$ cat config.mk
export PLATFORM = sky130hd
export DESIGN_NAME = tour_cmd_seq_flat
export DESIGN_NICKNAME = d
export VERILOG_FILES = /design/src/rtl/tour_pkg.sv /design/src/rtl/tour_cmd_seq_if.sv /design/src/rtl/tour_move_decode.sv /design/src/rtl/tour_cmd_seq.sv /design/src/flat_wrapper.sv
export SDC_FILE = /design/constraint.sdc
export NUM_CORES = 1
export LEC_CHECK = 0
export CAP_MARGIN = 40
export CORE_MARGIN = 2
export CORE_UTILIZATION = 35
export DETAILED_ROUTE_END_ITERATION = 10
export GPL_TIMING_DRIVEN = 0
export PLACE_DENSITY = 0.77
export SYNTH_ARGS = -nofsm -noshare
export SYNTH_HDL_FRONTEND = slang
export SYNTH_SLANG_ARGS = --single-unit
export TNS_END_PERCENT = 100
$ cat constraint.sdc
create_clock -name clk -period 2.1 [get_ports clk]
set_input_delay 0.42 -clock clk [delete_from_list [all_inputs] [get_ports clk]]
set_output_delay 0.42 -clock clk [all_outputs]
set_load 0.05 [all_outputs]
$ cat src/rtl/tour_pkg.sv
// Shared constants and FSM state type for the knight's-tour command sequencer.
package tour_pkg;

  // Command opcodes (cmd[15:12])
  localparam logic [3:0] OP_MOVE    = 4'b0010;
  localparam logic [3:0] OP_MOVE_FF = 4'b0011;

  // Headings (cmd[11:4])
  localparam logic [7:0] HDG_N = 8'h00;
  localparam logic [7:0] HDG_W = 8'h3F;
  localparam logic [7:0] HDG_S = 8'h7F;
  localparam logic [7:0] HDG_E = 8'hBF;

  // Response bytes toward the UART
  localparam logic [7:0] RESP_ACK = 8'hA5;
  localparam logic [7:0] RESP_POS = 8'h5A;

  typedef enum logic [2:0] {
    IDLE,
    VERT,
    HOLD_V,
    HORZ,
    HOLD_H
  } tour_state_t;

endpackage

$ cat src/rtl/tour_cmd_seq_if.sv
// Command-processor handshake bundle: command word, valid, consume/finish
// strobes and the response byte.
interface tour_cmd_seq_if;
  logic [15:0] cmd;
  logic        cmd_rdy;
  logic        clr_cmd_rdy;
  logic        send_resp;
  logic [7:0]  resp;

  // Sequencer side
  modport master (
    output cmd, cmd_rdy, resp,
    input  clr_cmd_rdy, send_resp
  );

  // Command-processor side
  modport slave (
    input  cmd, cmd_rdy, resp,
    output clr_cmd_rdy, send_resp
  );
endinterface

$ cat src/rtl/tour_move_decode.sv
// Splits a one-hot knight move into a vertical and a horizontal motion command.
// Optional macro TOUR_FANFARE_EN: horizontal command uses the fanfare opcode.
module tour_move_decode
  import tour_pkg::*;
(
  input  logic [7:0]  move,
  output logic [15:0] vert_cmd,
  output logic [15:0] horz_cmd
);

`ifdef TOUR_FANFARE_EN
  localparam logic [3:0] HORZ_OP = OP_MOVE_FF;
`else
  localparam logic [3:0] HORZ_OP = OP_MOVE;
`endif

  logic [7:0] v_hdg, h_hdg;
  logic [3:0] v_sq,  h_sq;

  // Priority decode: the lowest set bit selects the (dx,dy) pair.
  always_comb begin
    // NOTE: every output of a combinational block gets a default first so no
    // path through the case leaves it unassigned, which would infer a latch.
    v_hdg = HDG_N;
    v_sq  = 4'd0;
    h_hdg = HDG_N;
    h_sq  = 4'd0;
    casez (move)
      8'b???????1: begin v_hdg = HDG_N; v_sq = 4'd2; h_hdg = HDG_E; h_sq = 4'd1; end // (+1,+2)
      8'b??????10: begin v_hdg = HDG_N; v_sq = 4'd2; h_hdg = HDG_W; h_sq = 4'd1; end // (-1,+2)
      8'b?????100: begin v_hdg = HDG_N; v_sq = 4'd1; h_hdg = HDG_W; h_sq = 4'd2; end // (-2,+1)
      8'b????1000: begin v_hdg = HDG_S; v_sq = 4'd1; h_hdg = HDG_W; h_sq = 4'd2; end // (-2,-1)
      8'b???10000: begin v_hdg = HDG_S; v_sq = 4'd2; h_hdg = HDG_W; h_sq = 4'd1; end // (-1,-2)
      8'b??100000: begin v_hdg = HDG_S; v_sq = 4'd2; h_hdg = HDG_E; h_sq = 4'd1; end // (+1,-2)
      8'b?1000000: begin v_hdg = HDG_S; v_sq = 4'd1; h_hdg = HDG_E; h_sq = 4'd2; end // (+2,-1)
      8'b10000000: begin v_hdg = HDG_N; v_sq = 4'd1; h_hdg = HDG_E; h_sq = 4'd2; end // (+2,+1)
      default:     ; // no move: zero squares, heading north for both
    endcase
  end

  assign vert_cmd = {OP_MOVE, v_hdg, v_sq};
  assign horz_cmd = {HORZ_OP, h_hdg, h_sq};

endmodule

$ cat src/rtl/tour_cmd_seq.sv
// Knight's-tour command sequencer: walks the solver's move list and issues a
// vertical then a horizontal move command per step; passes UART commands
// through while idle. Optional macro TOUR_FANFARE_EN (see tour_move_decode).
module tour_cmd_seq
  import tour_pkg::*;
#(
  parameter int NUM_MOVES = 24,
  parameter int IDX_W     = 5
) (
  input  logic               clk,
  input  logic               rst,
  input  logic               start_tour,
  input  logic [7:0]         move,
  output logic [IDX_W-1:0]   mv_indx,
  input  logic [15:0]        cmd_UART,
  input  logic               cmd_rdy_UART,
  tour_cmd_seq_if.master     bus
);

  localparam logic [IDX_W-1:0] LAST_IDX = IDX_W'(NUM_MOVES - 1);

  tour_state_t      state, state_nxt;
  logic [IDX_W-1:0] indx_nxt;
  logic [15:0]      vert_cmd, horz_cmd;
  logic             last_move;

  tour_move_decode u_decode (
    .move     (move),
    .vert_cmd (vert_cmd),
    .horz_cmd (horz_cmd)
  );

  assign last_move = (mv_indx == LAST_IDX);

  // State and move-index registers.
  always_ff @(posedge clk or posedge rst) begin
    // NOTE: reset is asynchronous, so it sits in the sensitivity list and is
    // tested first; state returns to IDLE without waiting for a clock edge.
    if (rst) begin
      state   <= IDLE;
      mv_indx <= '0;
    end else begin
      // NOTE: sequential state uses non-blocking assignment so every register
      // samples its pre-edge inputs, independent of statement order.
      state   <= state_nxt;
      mv_indx <= indx_nxt;
    end
  end

  // Next state, next index and the command-bus outputs.
  always_comb begin
    state_nxt   = state;
    indx_nxt    = mv_indx;
    bus.cmd     = cmd_UART;
    bus.cmd_rdy = cmd_rdy_UART;
    bus.resp    = RESP_ACK;
    unique case (state)
      IDLE: begin
        if (start_tour) begin
          state_nxt = VERT;
          indx_nxt  = '0;
        end
      end
      VERT: begin
        bus.cmd     = vert_cmd;
        bus.cmd_rdy = 1'b1;
        bus.resp    = RESP_POS;
        // clr_cmd_rdy wins over a coincident send_resp, which is dropped.
        if (bus.clr_cmd_rdy) state_nxt = HOLD_V;
      end
      HOLD_V: begin
        bus.cmd     = vert_cmd;
        bus.cmd_rdy = 1'b0;
        bus.resp    = RESP_POS;
        if (bus.send_resp) state_nxt = HORZ;
      end
      HORZ: begin
        bus.cmd     = horz_cmd;
        bus.cmd_rdy = 1'b1;
        bus.resp    = RESP_POS;
        if (bus.clr_cmd_rdy) state_nxt = HOLD_H;
      end
      HOLD_H: begin
        bus.cmd     = horz_cmd;
        bus.cmd_rdy = 1'b0;
        bus.resp    = last_move ? RESP_ACK : RESP_POS;
        if (bus.send_resp) begin
          if (last_move) begin
            state_nxt = IDLE;
            indx_nxt  = '0;
          end else begin
            state_nxt = VERT;
            indx_nxt  = mv_indx + 1'b1;
          end
        end
      end
      default: state_nxt = IDLE;
    endcase
  end

endmodule

$ cat src/flat_wrapper.sv
// flat-port wrapper written by rule: the top's interface ports become plain ports
module tour_cmd_seq_flat import tour_pkg::*;
#(
  parameter int NUM_MOVES = 24,
  parameter int IDX_W     = 5
)
  (clk, rst, start_tour, move, mv_indx, cmd_UART, cmd_rdy_UART, bus_cmd, bus_cmd_rdy, bus_resp, bus_clr_cmd_rdy, bus_send_resp);
  tour_cmd_seq_if bus_i ();
  input  logic clk;
  input  logic rst;
  input  logic start_tour;
  input  logic [7:0] move;
  output logic [IDX_W-1:0] mv_indx;
  input  logic [15:0] cmd_UART;
  input  logic cmd_rdy_UART;
  output wire logic [$bits(bus_i.cmd)-1:0] bus_cmd;
  output wire logic [$bits(bus_i.cmd_rdy)-1:0] bus_cmd_rdy;
  output wire logic [$bits(bus_i.resp)-1:0] bus_resp;
  input wire logic [$bits(bus_i.clr_cmd_rdy)-1:0] bus_clr_cmd_rdy;
  input wire logic [$bits(bus_i.send_resp)-1:0] bus_send_resp;
  assign bus_cmd = bus_i.cmd;
  assign bus_cmd_rdy = bus_i.cmd_rdy;
  assign bus_resp = bus_i.resp;
  assign bus_i.clr_cmd_rdy = bus_clr_cmd_rdy;
  assign bus_i.send_resp = bus_send_resp;
  tour_cmd_seq #(.NUM_MOVES(NUM_MOVES), .IDX_W(IDX_W)) u_core (.clk(clk), .rst(rst), .start_tour(start_tour), .move(move), .mv_indx(mv_indx), .cmd_UART(cmd_UART), .cmd_rdy_UART(cmd_rdy_UART), .bus(bus_i));
endmodule
==> results of run 1 <==
[layer usage]
layer  global-route usage  vias up  share of wire
met2                0.416       48           0.55
met3               0.0500        5          0.048
met5                    0        -              0
li1                     -      552              -
met1                0.248      547           0.39
met4               0.0342        0         0.0092
[synthesized netlist by cell type, drive strengths merged]
cell,number
a2111oi,1
and2,5
nand3,4
nand4,2
a32oi,1
or3,2
mux2,2
inv,4
xor2,2
and3,2
or4,1
ha,1
or3b,1
a21o,8
o31ai,1
nor2,12
o311ai,2
xnor2,1
a31oi,1
dfrtp,8
a21oi,5
a31o,1
o211ai,1
o22ai,1
nand2b,2
o21bai,1
o311a,2
o21ai,15
nand2,8
a222oi,1
nor2b,1
buf,12
[metrics by stage]
step                instances  cell area [sq um]   util
floorplan                 111                942      -
global placement          198               1570  0.689
detailed placement        198               1570  0.689
CTS                       210               1730  0.760
global route              215               1870  0.824
finish                    215               1870  0.824
[path summary, 6_finish.rpt]
check                                                   start                       endpoint  slack [ps]
worst max-delay path              u_core.state[0]$_DFFE_PP0P_                    bus_resp[2]        -260
worst min-delay path                                      rst    u_core.state[1]$_DFFE_PP0P_         410
worst max register to register    u_core.state[0]$_DFFE_PP0P_  u_core.mv_indx[0]$_DFFE_PP0P_         490
worst min register to register  u_core.mv_indx[0]$_DFFE_PP0P_  u_core.mv_indx[0]$_DFFE_PP0P_         530
max in group asynchronous                                 rst    u_core.state[2]$_DFFE_PP0P_        1390
min in group clk                u_core.mv_indx[0]$_DFFE_PP0P_  u_core.mv_indx[0]$_DFFE_PP0P_         530
[logic make-up after synthesis]
group / share of synthesized area
xor+xnor: 0.0306
compound gates: 0.330
flops: 0.233
mux: 0.0262
fa+ha+maj: 0.0146
simple gates: 0.250
buf+inv: 0.115
[cell type report]
class | instances | area, sq um
buffer | 11 | 121
inverter | 4 | 18.8
fill | 141 | 402
tap | 28 | 35.0
timing repair buffer | 73 | 762
multi-input combinational | 87 | 707
sequential | 8 | 204
clock buffer | 4 | 26.3
[timing repair]
item / CTS / global route
endpoints found under the setup margin: 25 / 24
pin swaps: 5 / 3
cloned: 0 / 1
hold endpoints to repair: 0 / 0
resized for setup: 186 / 40
buffers inserted: 8 / 5
[registers in the layout (all words and copies together) (netlist names)]
signal and flops:
u_core.mv_indx 5, u_core.state 3
==> qor.txt, run 1 <==
CP Depth -> 7
Leading cell types in the layout, fill and taps excluded -> clkdlybuf4s50_1 (26), buf_6 (16), buf_4 (15), buf_8 (15), o21ai_0 (13)
First-pass GRT wire length -> 4590 microns
ANT nets after route -> 0
Critical Path Start Type -> flip-flop
Post-route DRC -> 0
Outcome -> complete, but fails checks
Place WS -> -1090 ps
Vias in the first global route -> 1,039
DR vias/cell -> 5.36
Failing checks -> negative setup slack
FP Rows -> 17
Drt pass-1 iters -> 4
FMAX -> 0.423 GHz
GR Overflow Total -> 0
Setup ws final -> -265 ps
Setup_tns -> -3320 ps
Routability cong. -> 0.933
Share of the synthesized area in the top cell type -> 0.233
Final wirelength -> 3380 microns
CP max stage delay -> 400 ps
Initial core utilization -> 0.378
I/O Buffers -> 59
Yosys cell types -> 38
CP dominant cell by count -> buf_8
CTS tree -> yes
Clock root cell -> clkbuf_4
Fraction of layout cells with a size suffix above 1 -> 0.471
Ant. Diodes -> 0
Maximum number of pins on one net before global-route repair -> 11
Initial antenna violation count -> 0
Top cell type by total area after synthesis -> dfrtp_1
Worst EP required -> 1680 ps
Synth-to-Final Area Change -> 118%
Post-CTS Hold Buffers -> 0
Clock Skew -> 11.4 ps
DR iter-0 viols -> 28
Syn_nets -> 142
Total Routing Usage GR -> 0.218
Crit Path Category -> flip-flop to output port
Mapped Cells -> 111
Die ar. -> 0.00287 sq mm
Die W -> 53.6 microns
Reg2reg path depth -> 7
Fin nets -> 219
Htree depth -> 1
CTS clk-pin slew, worst paths -> 60 ps
Worst Hold Class -> input pin to asynchronous set/reset pin
Yosys warns -> 0
CTS max path bufs -> 2
Crit-path cells -> buf_6 > or3b_4 > o21bai_4 > o21ai_4 > clkinvlp_4 > buf_8 > buf_8
Cell Area, Synth -> 860 sq um
Die Y -> 53.6 microns
Final hold vios -> 0
Slew Viols, Final -> 0
Synthesis-stage register bit count -> 8
Crit path max-delay family -> buffers and inverters
Final setup vio count -> 23
Vias post-DR -> 1,152
Synth Area per Inst -> 7.74 sq um
CP Max Fanout -> 4
Clock sinks -> 8
RSZ-0062 raised after global routing -> yes
Final period utilization -> 1.13
Post-route minimum period -> 2360 ps
Hold_ws -> 413 ps
Wire per inst -> 15.7 microns
Worst path slowest cell -> or3b_4
Most common cell after layout, fill and taps aside -> clkdlybuf4s50_1
Register area share after synthesis -> 0.233
Worst EP arrival -> 1940 ps
Slew @ Worst Pin -> 499 ps
Worst-Skew Late Latency -> 270 ps
Slew margin rel. -> 0.666
Core area -> 0.00228 sq mm
CP Capture Type -> output port
Boundary pin count -> 60
Max-Cap Viols -> 0
Hpwl dp -> 2280 microns
CTS buffer count -> 3
Crit path buf inv count -> 4
Area contributors post-synth -> dfrtp_1 (23%), o21ai_0 (7.6%), a21o_1 (6.1%)
Power of run 1 is not shown: default switching activity piles up to over one toggle a cycle in this logic, so the estimate is an artifact.
==> run 2, diff against run 1 <==
Settings changed: CTS_CLUSTER_SIZE from default to 30, SETUP_SLACK_MARGIN from default to 0.15.
==> run 2 against run 1 <==
Effect of this change:
- count of clock-buffer cells in the layout unchanged
- sequential share of layout area fell by 1.4 points
- critical endpoint unchanged
- first-iteration DRC count rose by 86%
- die area did not move
- worst setup slack worse by 190 ps
- the run still ends with negative setup slack left
- fmax fell by 7.3%
- critical path depth is 2 higher
- non-clock buffer count rose by 16
==> qor.txt, run 2 (synthesized netlist as in run 1, its figures left out) <==
Outcome -> complete, but fails checks
Failing checks -> negative setup slack
Sequential cell area -> 204 sq um (unchanged)
Worst Hold Class -> input pin to asynchronous set/reset pin
Routability cong. -> 0.891 (-4.5%)
Worst-Skew Late Latency -> 260 ps (about the same)
Slew @ Worst Pin -> 556 ps (+57.1 ps)
FMAX -> 0.392 GHz (-7.3%)
Synth-to-Final Area Change -> 149%
Wire per inst -> 21.4 microns (+36%)
CP Max Fanout -> 4 (unchanged)
Final wirelength -> 4950 microns (+47%)
Crit Path Category -> flip-flop to output port
RSZ-0062 raised after global routing -> yes
Worst path slowest cell -> dfrtp_1
Crit-path cells -> buf_6 > or3b_1 > buf_6 > o21bai_4 > o21ai_4 > clkinvlp_4 > buf_6 > buf_8 > buf_8
Maximum number of pins on one net before global-route repair -> 11 (unchanged)
ANT nets after route -> 0 (unchanged)
Clock sinks -> 8 (unchanged)
Setup ws final -> -452 ps (-187 ps)
Vias in the first global route -> 1,243 (+20%)
Largest registers -> u_core.mv_indx x5, u_core.state x3
Reg with most FFs -> u_core.mv_indx
Initial antenna violation count -> 0 (unchanged)
Place WS -> -1120 ps (-25.3 ps)
GR Overflow Total -> 0 (unchanged)
Worst EP required -> 1680 ps (about the same)
Post-route DRC -> 0 (unchanged)
CP max stage delay -> 390 ps (about the same)
Clock Skew -> 8.45 ps (-2.95 ps)
Fillers -> 62 (-56%)
I/O Buffers -> 59 (unchanged)
Boundary pin count -> 60 (unchanged)
Fraction of layout cells with a size suffix above 1 -> 0.562 (+0.0910)
CP dominant cell by count -> buf_6
Fin nets -> 235 (+7.3%)
Most common cell after layout, fill and taps aside -> buf_6
DP Area -> 0.00159 sq mm (+1.1%)
Initial core utilization -> 0.378 (unchanged)
CP Capture Type -> output port
CTS tree -> yes
Final period utilization -> 1.22 (+0.0890)
Slew margin rel. -> 0.631 (-0.0355)
Setup_tns -> -8080 ps (-4750 ps)
Die W -> 53.6 microns (unchanged)
Largest register FFs -> 5 (unchanged)
Die Y -> 53.6 microns (unchanged)
Final hold vios -> 0 (unchanged)
Post-route minimum period -> 2550 ps (+187 ps)
Core area -> 0.00228 sq mm (unchanged)
Hpwl dp -> 2420 microns (+6.4%)
Htree depth -> 1 (unchanged)
Clock root cell -> clkbuf_4
DR iter-0 viols -> 52 (+86%)
FP Rows -> 17 (unchanged)
Total Routing Usage GR -> 0.293 (+0.0753)
Critical Path Start Type -> flip-flop
Drt pass-1 iters -> 5 (+1)
Worst EP arrival -> 2130 ps (+190 ps)
First-pass GRT wire length -> 5980 microns (+30%)
Multi-input gate area -> 771 sq um (+9.0%)
Ant. Diodes -> 0 (unchanged)
Max-Cap Viols -> 0 (unchanged)
Slew Viols, Final -> 0 (unchanged)
Final setup vio count -> 24 (+4.3%)
DR vias/cell -> 5.80 (+8.3%)
Leading cell types in the layout, fill and taps excluded -> buf_6 (29), clkdlybuf4s50_1 (24), buf_8 (22)
CTS max path bufs -> 2 (unchanged)
CTS clk-pin slew, worst paths -> 60 ps (about the same)
Final instance area -> 0.00214 sq mm (+14%)
Crit path max-delay family -> buffers and inverters
Die ar. -> 0.00287 sq mm (unchanged)
CTS buffer count -> 3 (unchanged)
Post-layout util -> 0.941 (+0.117)
Vias post-DR -> 1,340 (+16%)
Crit path buf inv count -> 6 (+2)
-- run 2: cell types whose count changed in the layout (fill, tap and decap cells not counted), sizes merged --
cell / previous run / this run
buf: 48 / 69
clkbuf: 5 / 4
clkdlybuf4s15: 5 / 2
clkdlybuf4s50: 26 / 24
dlygate4sd2: 4 / 5
-- run 2: path summary, 6_finish.rpt --
kind	startpoint	to	slack [ps]	cells after the start
min in group clk	u_core.mv_indx[1]$_DFFE_PP0P_	u_core.mv_indx[1]$_DFFE_PP0P_	530	2
max	u_core.state[0]$_DFFE_PP0P_	bus_resp[2]	-450	9
max in group asynchronous	rst	u_core.mv_indx[0]$_DFFE_PP0P_	1390	2
min	rst	u_core.mv_indx[3]$_DFFE_PP0P_	430	2
min reg2reg	u_core.mv_indx[1]$_DFFE_PP0P_	u_core.mv_indx[1]$_DFFE_PP0P_	530	2
max reg2reg	u_core.state[1]$_DFFE_PP0P_	u_core.mv_indx[3]$_DFFE_PP0P_	230	9
-- run 2: area by class of cell --
class	instances	share of cell area
Sequential cell	8	0.0953
Tap cell	28	0.0164
Inverter	4	0.00877
Timing Repair Buffer	88	0.442
Clock buffer	4	0.0123
Buffer	12	0.0655
Multi-Input combinational cell	87	0.360
-- run 2: worst reg2reg max path, stage by stage (launching register included) --
cell     delay [ps]
dfrtp_1         370
buf_6           120
buf_4           140
buf_6           110
buf_6           110
nor2_8          140
buf_6           160
and3_1          270
nand3_1         140
o21ai_0         210
-- run 2: stage by stage --
stage / instances / hold WS (ps)
floorplan: 111 / 236
global placement: 198 / 501
detailed placement: 198 / 516
CTS: 224 / 425
global route: 231 / 444
finish: 231 / 435
-- run 2: per-layer routing --
metal  vias to the layer above  global-route usage  wire [microns]  share of wire
met3                        38              0.0667             358          0.072
met4                         0               0.137             371          0.075
met2                        90               0.545            2420           0.49
met1                       622               0.310            1810           0.36
met5                         -                   0               0              0
li1                        590                   -               -              -
-- run 2: what timing repair did --
action / CTS / global route
gates cloned: 0 / 0
setup endpoints to repair: 27 / 25
pin swaps: 13 / 10
setup buffers: 22 / 7
gates resized for setup: 237 / 37
hold buffers: 0 / 0
Power of run 2 is left out for the same reason.
==> run 3, diff against run 2 <==
Settings changed: ABC_CLOCK_PERIOD_IN_PS from default to 2100, SLEW_MARGIN from default to 20.
==> results of run 3 <==
The final DEF is identical to that of run 2; final timing and power are the same.
Power of run 3 is left out for the same reason.
